**config.mk**
```make
export PLATFORM = sky130hd
export DESIGN_NAME = cam_pixpack
export DESIGN_NICKNAME = d
export VERILOG_FILES = /design/src/rtl/cam_pixpack.sv
export SDC_FILE = /design/constraint.sdc
export NUM_CORES = 2
export LEC_CHECK = 0
export CORE_ASPECT_RATIO = 1.1
export CORE_UTILIZATION = 40
export DETAILED_ROUTE_END_ITERATION = 8
export GPL_TIMING_DRIVEN = 0
export PLACE_DENSITY_LB_ADDON = 0.3
export SLEW_MARGIN = 10
export SYNTH_ARGS = -nofsm -noshare
export SYNTH_HDL_FRONTEND = slang
export SYNTH_SLANG_ARGS = --single-unit
```
**constraint.sdc**
```tcl
create_clock -name ACLK -period 9.6 [get_ports ACLK]
set_clock_uncertainty 0.2 [all_clocks]
set_input_delay 1.44 -clock ACLK [delete_from_list [all_inputs] [get_ports ACLK]]
set_output_delay 1.44 -clock ACLK [all_outputs]
set_load 0.01 [all_outputs]
```
**src/rtl/cam_pixpack.sv**
```systemverilog
// -----------------------------------------------------------------------------
// cam_pixpack
//
// Packs a 24-bit RGB camera pixel stream into 48-bit pixel pairs and buffers
// them in a FIFO. The capture VRAM write controller drains the FIFO through
// the FIFORD/FIFOVALID/FIFODATA read side and uses HASDATA and START_SCREEN.
// This block also aligns the FIFO to frame starts and reports overflow.
//
// Parameters
//   DEPTH_LOG2  log2 of FIFO depth in 48-bit words (default 6 -> 64 words)
//   BURST_LEN   words that must be stored before HASDATA asserts
//               (must be <= 2**DEPTH_LOG2)
//
// Optional build macro
//   CAM_PIXPACK_BGR_SWAP_EN  when defined, each incoming pixel is reordered
//                            from {R,G,B} to {B,G,R} before packing.
//
// Ports
//   ACLK          clock
//   ARSTN         asynchronous active-low reset
//   CAP_EN        capture enable; pixels are ignored while low
//   PIX_VALID     pixel qualifier
//   PIX_DATA      pixel {R,G,B}, R in [23:16]
//   PIX_SOF       first pixel of a frame (qualified by CAP_EN & PIX_VALID)
//   FIFORD        read request from the write controller
//   FIFOVALID     read data valid, one cycle after an accepted FIFORD
//   FIFODATA      packed pair {later pixel, earlier pixel}; holds until next pop
//   HASDATA       registered (WORD_COUNT >= BURST_LEN)
//   START_SCREEN  one-cycle pulse the cycle after a start-of-frame pixel
//   OVERFLOW      sticky: a packed word was dropped on a full FIFO
//   WORD_COUNT    words currently stored
// -----------------------------------------------------------------------------
module cam_pixpack #(
  parameter int DEPTH_LOG2 = 6,
  parameter int BURST_LEN  = 8
) (
  input  logic                  ACLK,
  input  logic                  ARSTN,
  input  logic                  CAP_EN,
  input  logic                  PIX_VALID,
  input  logic [23:0]           PIX_DATA,
  input  logic                  PIX_SOF,
  input  logic                  FIFORD,
  output logic                  FIFOVALID,
  output logic [47:0]           FIFODATA,
  output logic                  HASDATA,
  output logic                  START_SCREEN,
  output logic                  OVERFLOW,
  output logic [DEPTH_LOG2:0]   WORD_COUNT
);

  localparam int DEPTH = 1 << DEPTH_LOG2;

  localparam logic [DEPTH_LOG2:0]   FULL_COUNT  = (DEPTH_LOG2 + 1)'(DEPTH);
  localparam logic [DEPTH_LOG2:0]   BURST_COUNT = (DEPTH_LOG2 + 1)'(BURST_LEN);
  localparam logic [DEPTH_LOG2:0]   COUNT_ONE   = (DEPTH_LOG2 + 1)'(1);
  localparam logic [DEPTH_LOG2-1:0] PTR_ONE     = DEPTH_LOG2'(1);

  // ---------------------------------------------------------------------------
  // Pixel conditioning
  // ---------------------------------------------------------------------------
  logic [23:0] pix_in;

`ifdef CAM_PIXPACK_BGR_SWAP_EN
  assign pix_in = {PIX_DATA[7:0], PIX_DATA[15:8], PIX_DATA[23:16]};
`else
  assign pix_in = PIX_DATA;
`endif

  // ---------------------------------------------------------------------------
  // Control decode
  // ---------------------------------------------------------------------------
  logic                  phase;     // 1: holding register has the low half
  logic [23:0]           hold;      // earlier pixel of the pair in progress
  logic [DEPTH_LOG2-1:0] wr_ptr;
  logic [DEPTH_LOG2-1:0] rd_ptr;

  logic accept;
  logic sof;
  logic push;
  logic pop;
  logic full;
  logic push_ok;

  assign accept = CAP_EN & PIX_VALID;
  assign sof    = accept & PIX_SOF;

  // A start-of-frame pixel always opens a new pair, so it never completes
  // the old one; reads in that cycle are ignored because the FIFO is flushed.
  assign push   = accept & phase & ~sof;
  assign pop    = FIFORD & (WORD_COUNT != '0) & ~sof;
  assign full   = (WORD_COUNT == FULL_COUNT);

  // A simultaneous pop frees the slot, so a push into a full FIFO still
  // succeeds in that cycle.
  assign push_ok = push & (~full | pop);

  // ---------------------------------------------------------------------------
  // Storage
  // ---------------------------------------------------------------------------
  logic [47:0] mem [DEPTH];

  // NOTE: the storage array has no reset so it maps onto RAM primitives;
  // every location is written before the read pointer can reach it.
  always_ff @(posedge ACLK) begin
    if (push_ok) begin
      mem[wr_ptr] <= {pix_in, hold};
    end
  end

  // ---------------------------------------------------------------------------
  // Pointers, count, pair assembly and status outputs
  // ---------------------------------------------------------------------------
  // NOTE: all state here uses non-blocking assignments so every register
  // samples the pre-edge values of its neighbours, exactly like the hardware.
  always_ff @(posedge ACLK or negedge ARSTN) begin
    if (!ARSTN) begin
      wr_ptr       <= '0;
      rd_ptr       <= '0;
      WORD_COUNT   <= '0;
      phase        <= 1'b0;
      hold         <= '0;
      FIFOVALID    <= 1'b0;
      FIFODATA     <= '0;
      HASDATA      <= 1'b0;
      START_SCREEN <= 1'b0;
      OVERFLOW     <= 1'b0;
    end else begin
      START_SCREEN <= sof;
      HASDATA      <= (WORD_COUNT >= BURST_COUNT);
      FIFOVALID    <= pop;

      if (pop) begin
        FIFODATA <= mem[rd_ptr];
      end

      if (sof) begin
        // Frame realignment: flush the FIFO, drop any half pair and start
        // the new frame with the SOF pixel as the low half.
        wr_ptr     <= '0;
        rd_ptr     <= '0;
        WORD_COUNT <= '0;
        OVERFLOW   <= 1'b0;
        hold       <= pix_in;
        phase      <= 1'b1;
      end else begin
        if (push_ok) begin
          wr_ptr <= wr_ptr + PTR_ONE;
        end
        if (pop) begin
          rd_ptr <= rd_ptr + PTR_ONE;
        end
        if (push && !push_ok) begin
          OVERFLOW <= 1'b1;
        end

        unique case ({push_ok, pop})
          2'b10:   WORD_COUNT <= WORD_COUNT + COUNT_ONE;
          2'b01:   WORD_COUNT <= WORD_COUNT - COUNT_ONE;
          default: WORD_COUNT <= WORD_COUNT;
        endcase

        // The holding register is only touched by accepted pixels, so a
        // half pair survives CAP_EN dropping mid-pair.
        if (accept) begin
          if (phase) begin
            phase <= 1'b0;
          end else begin
            hold  <= pix_in;
            phase <= 1'b1;
          end
        end
      end
    end
  end

endmodule

```
==> impl_metrics.py <==
metrics = {
    "detailed_routing": {
        "wl_per_cell_um": 38.6,
        "wirelength_mm": 406,
        "postRouteAntennaNets": 0,
        "drc": 0,
        "routed_via_density": 6.22,
        "drt_first_iter_violations": 9961,
        "first_pass_iters": 6,
        "vias": 65400,
    },
    "finish": {
        "drive_above_1_share": 0.244,
        "finalNonFillerCells": 10500,
        "final_util": 0.474,
        "num-nets-final": 6360,
        "fill_cells": 24300,
        "area_delta_synth_final_pct": 17.9,
    },
    "global_route": {
        "track_usage": 0.264,
        "grt-ovfl-total": 0,
        "grt_antenna_before_repair": 22,
        "grt_pass1_vias": 63300,
        "grt_max_degree": 71,
        "grt_pass1_wl_mm": 545,
    },
    "clock_tree": {
        "cts_buffers": 313,
        "cts_hold_buf": 0,
        "ctsResizeCount": 0,
        "clock_latency_ps": 900,
        "post-cts-setup-buffers": 0,
        "cts_buffer_depth": 4,
        "cts.htree.levels": 5,
        "cts_sinks": 3168,
        "path_clk_slew_ps": 60,
        "cts_tree": "done",
        "cts_root_buffer": "clkbuf_16",
    },
    "timing": {
        "fmax_mhz": 173,
        "period_needed_ps": 5790,
        "hold_viol": 0,
        "slew_headroom": 0.0462,
        "hold_ws_ps": 239,
        "setup-violations-final": 0,
        "setup_tns_ps": 0,
        "rsz0062_at_grt": "false",
        "final_max_slew_viol_count": 0,
        "post-route-period-util": 0.603,
        "tightest_slew_ps": 1430,
    },
    "floorplan": {
        "start_util": 0.402,
        "ios": 89,
        "dieArea_mm2": 0.304,
        "rows": 211,
        "core_area_mm2": 0.300,
        "die_x_um": 526,
        "die_h_um": 578,
    },
    "power": {
        "p_per_area_mw_per_mm2": 275,
        "ir_worst_vdd_v": 0.000167,
        "power_mw": 39.1,
        "leakagePower_nw": 45.0,
    },
    "logic_synthesis": {
        "syn_area_per_cell_um2": 21.2,
        "synthFlopType": "edfxtp_1",
        "ys_ff_latch": 3168,
        "seq_area_frac_synth": 0.783,
        "synthArstFlopShare": 0.0303,
        "netlist_area_mm2": 0.121,
        "synth_warnings": 0,
        "yosysUniqueCellTypes": 51,
        "synthCells": 5689,
        "synth_edf_count": 3072,
        "syn-num-nets": 5727,
    },
    "critical_path": {
        "slowest_stage": "nor2_4",
        "max_stage_delay_ps": 960,
        "cp_num_buf_inv": 5,
        "worst-path-max-fanout": 15,
        "rrSetupSlack_ps": 4480,
        "crit_path_end_kind": "flop",
        "crit_family": "simple AND/OR/NAND/NOR gates",
        "crit_type": "in2reg",
        "crit_arrival_ps": 6150,
        "critPathLaunchType": "input pin",
        "path_cells": "clkdlybuf4s50_1 > nand3_1 > buf_2 > nand2_1 > a31oi_1 > nor2b_1 > nand3_1 > nor2_4 > buf_12 > buf_12 > buf_16",
        "crit_required_ps": 9960,
    },
    "placement": {
        "port_buffers": 87,
        "routabilityCongestion": 0.872,
        "dp_hpwl_mm": 280,
        "place_inst": 9947,
    },
    "status": {
        "status": "completed",
    },
    "hold_path": {
        "min_path_type": "in2async",
    },
    "flow_run": {
        "cap_viol_max_count": 0,
    },
}
-- per-stage QoR --
stage          worst slack (ps)  instance area [µm²]
6_report                   3810               142000
5_1_grt                    3740               142000
4_1_cts                    3930               142000
3_5_place_dp               3100               132000
3_3_place_gp              -1560               127000
2_1_floorplan              4020               121000
-- routing by layer --
layer  track usage  vias up  routed length, µm
met5             0        -                 82
met4         0.137       12              24900
met3        0.0536      855              41400
met2         0.427     4243             193000
met1         0.339    35200             147000
li1              -    25100                  -
-- flip-flops by register name, indices dropped and copies added (netlist names) --
signal        count
hold             24
FIFODATA         48
FIFOVALID         1
rd_ptr            6
OVERFLOW          1
mem            3072
WORD_COUNT        7
wr_ptr            6
phase             1
START_SCREEN      1
HASDATA           1
-- synth_stat cells, types with 22 or more instances --
cell type  number  area (µm²)
buf_2         113         566
o22ai_1        85         532
o221ai_1       36         315
a22oi_1       175        1310
nand3_1        59         295
a311oi_1       27         236
nand2_1       135         507
a22o_1         39         342
a21oi_1        76         380
mux2i_1       483        4830
nor2_1        143         537
dfrtp_1        96        2400
o21ai_0        94         470
nor3_1         42         210
mux2_2         30         338
a211oi_1       70         526
clkbuf_1      142         533
mux4_2        567       12800
edfxtp_1     3072       92200
nor2b_1        22         138
buf_4          37         278
-- report_power, final --
part	internal (mW)	leakage, nW	switching [mW]
Sequential	15.7	28.8	0.424
Combinational	3.87	11.2	6.69
Clock	7.09	4.98	5.36
-- final timing paths --
path                                from  cells after the start      endpoint
setup / recovery                  CAP_EN                     11    mem[27][8]
max in group asynchronous          ARSTN                      2  FIFODATA[34]
setup reg to reg           WORD_COUNT[5]                      9    mem[27][8]
hold reg to reg                 OVERFLOW                      2      OVERFLOW
hold / removal                     ARSTN                      1   FIFODATA[2]
min in group ACLK               OVERFLOW                      2      OVERFLOW
-- area by class of cell --
cell class,instances,area [µm²],share of cell area
sequential,3168,94700,0.665
multi-input combinational,2186,25000,0.176
clock buffer,404,8510,0.0598
timing repair buffer,318,5820,0.0409
tap,3940,4930,0.0346
clock inverter,157,1730,0.0121
buffer,323,1630,0.0115
inverter,12,45.0,0.000316
antenna,9,22.5,0.000158
-- logic make-up after synthesis --
family                     synth area share
AOI/OAI and AO/OA                    0.0365
adders and majority gates          0.000890
xor gates and xnor gates           0.000797
and+or+nand+nor                      0.0164
muxes                                 0.148
buffers and inverters                0.0136
DFF                                   0.783
-- cell usage in the layout, fill, tap and decap left out, types with 15 or more instances in the layout --
cell | netlist | routed
nor2_1 | 143 | 77
clkbuf_16 | 0 | 319
clkinv_1 | 0 | 42
o221ai_1 | 36 | 36
clkdlybuf4s50_1 | 0 | 62
a22oi_1 | 175 | 175
dfrtp_2 | 0 | 23
nor2b_1 | 22 | 22
buf_4 | 37 | 47
clkbuf_1 | 142 | 182
mux4_2 | 567 | 567
mux2i_1 | 483 | 483
a211oi_1 | 70 | 70
o22ai_1 | 85 | 85
clkbuf_8 | 0 | 21
nand2_1 | 135 | 135
o21ai_0 | 94 | 94
mux2_2 | 30 | 30
clkbuf_2 | 0 | 24
clkinv_2 | 0 | 52
nor3_1 | 42 | 42
nand3_1 | 59 | 59
buf_16 | 0 | 58
bufinv_16 | 0 | 29
a22o_1 | 39 | 39
clkinvlp_4 | 0 | 15
buf_12 | 0 | 171
dfrtp_1 | 96 | 72
edfxtp_1 | 3072 | 3072
buf_2 | 113 | 131
nor2_4 | 0 | 64
a311oi_1 | 27 | 27
a21oi_1 | 76 | 76
No activity file was read; power rests on OpenSTA's default activity.
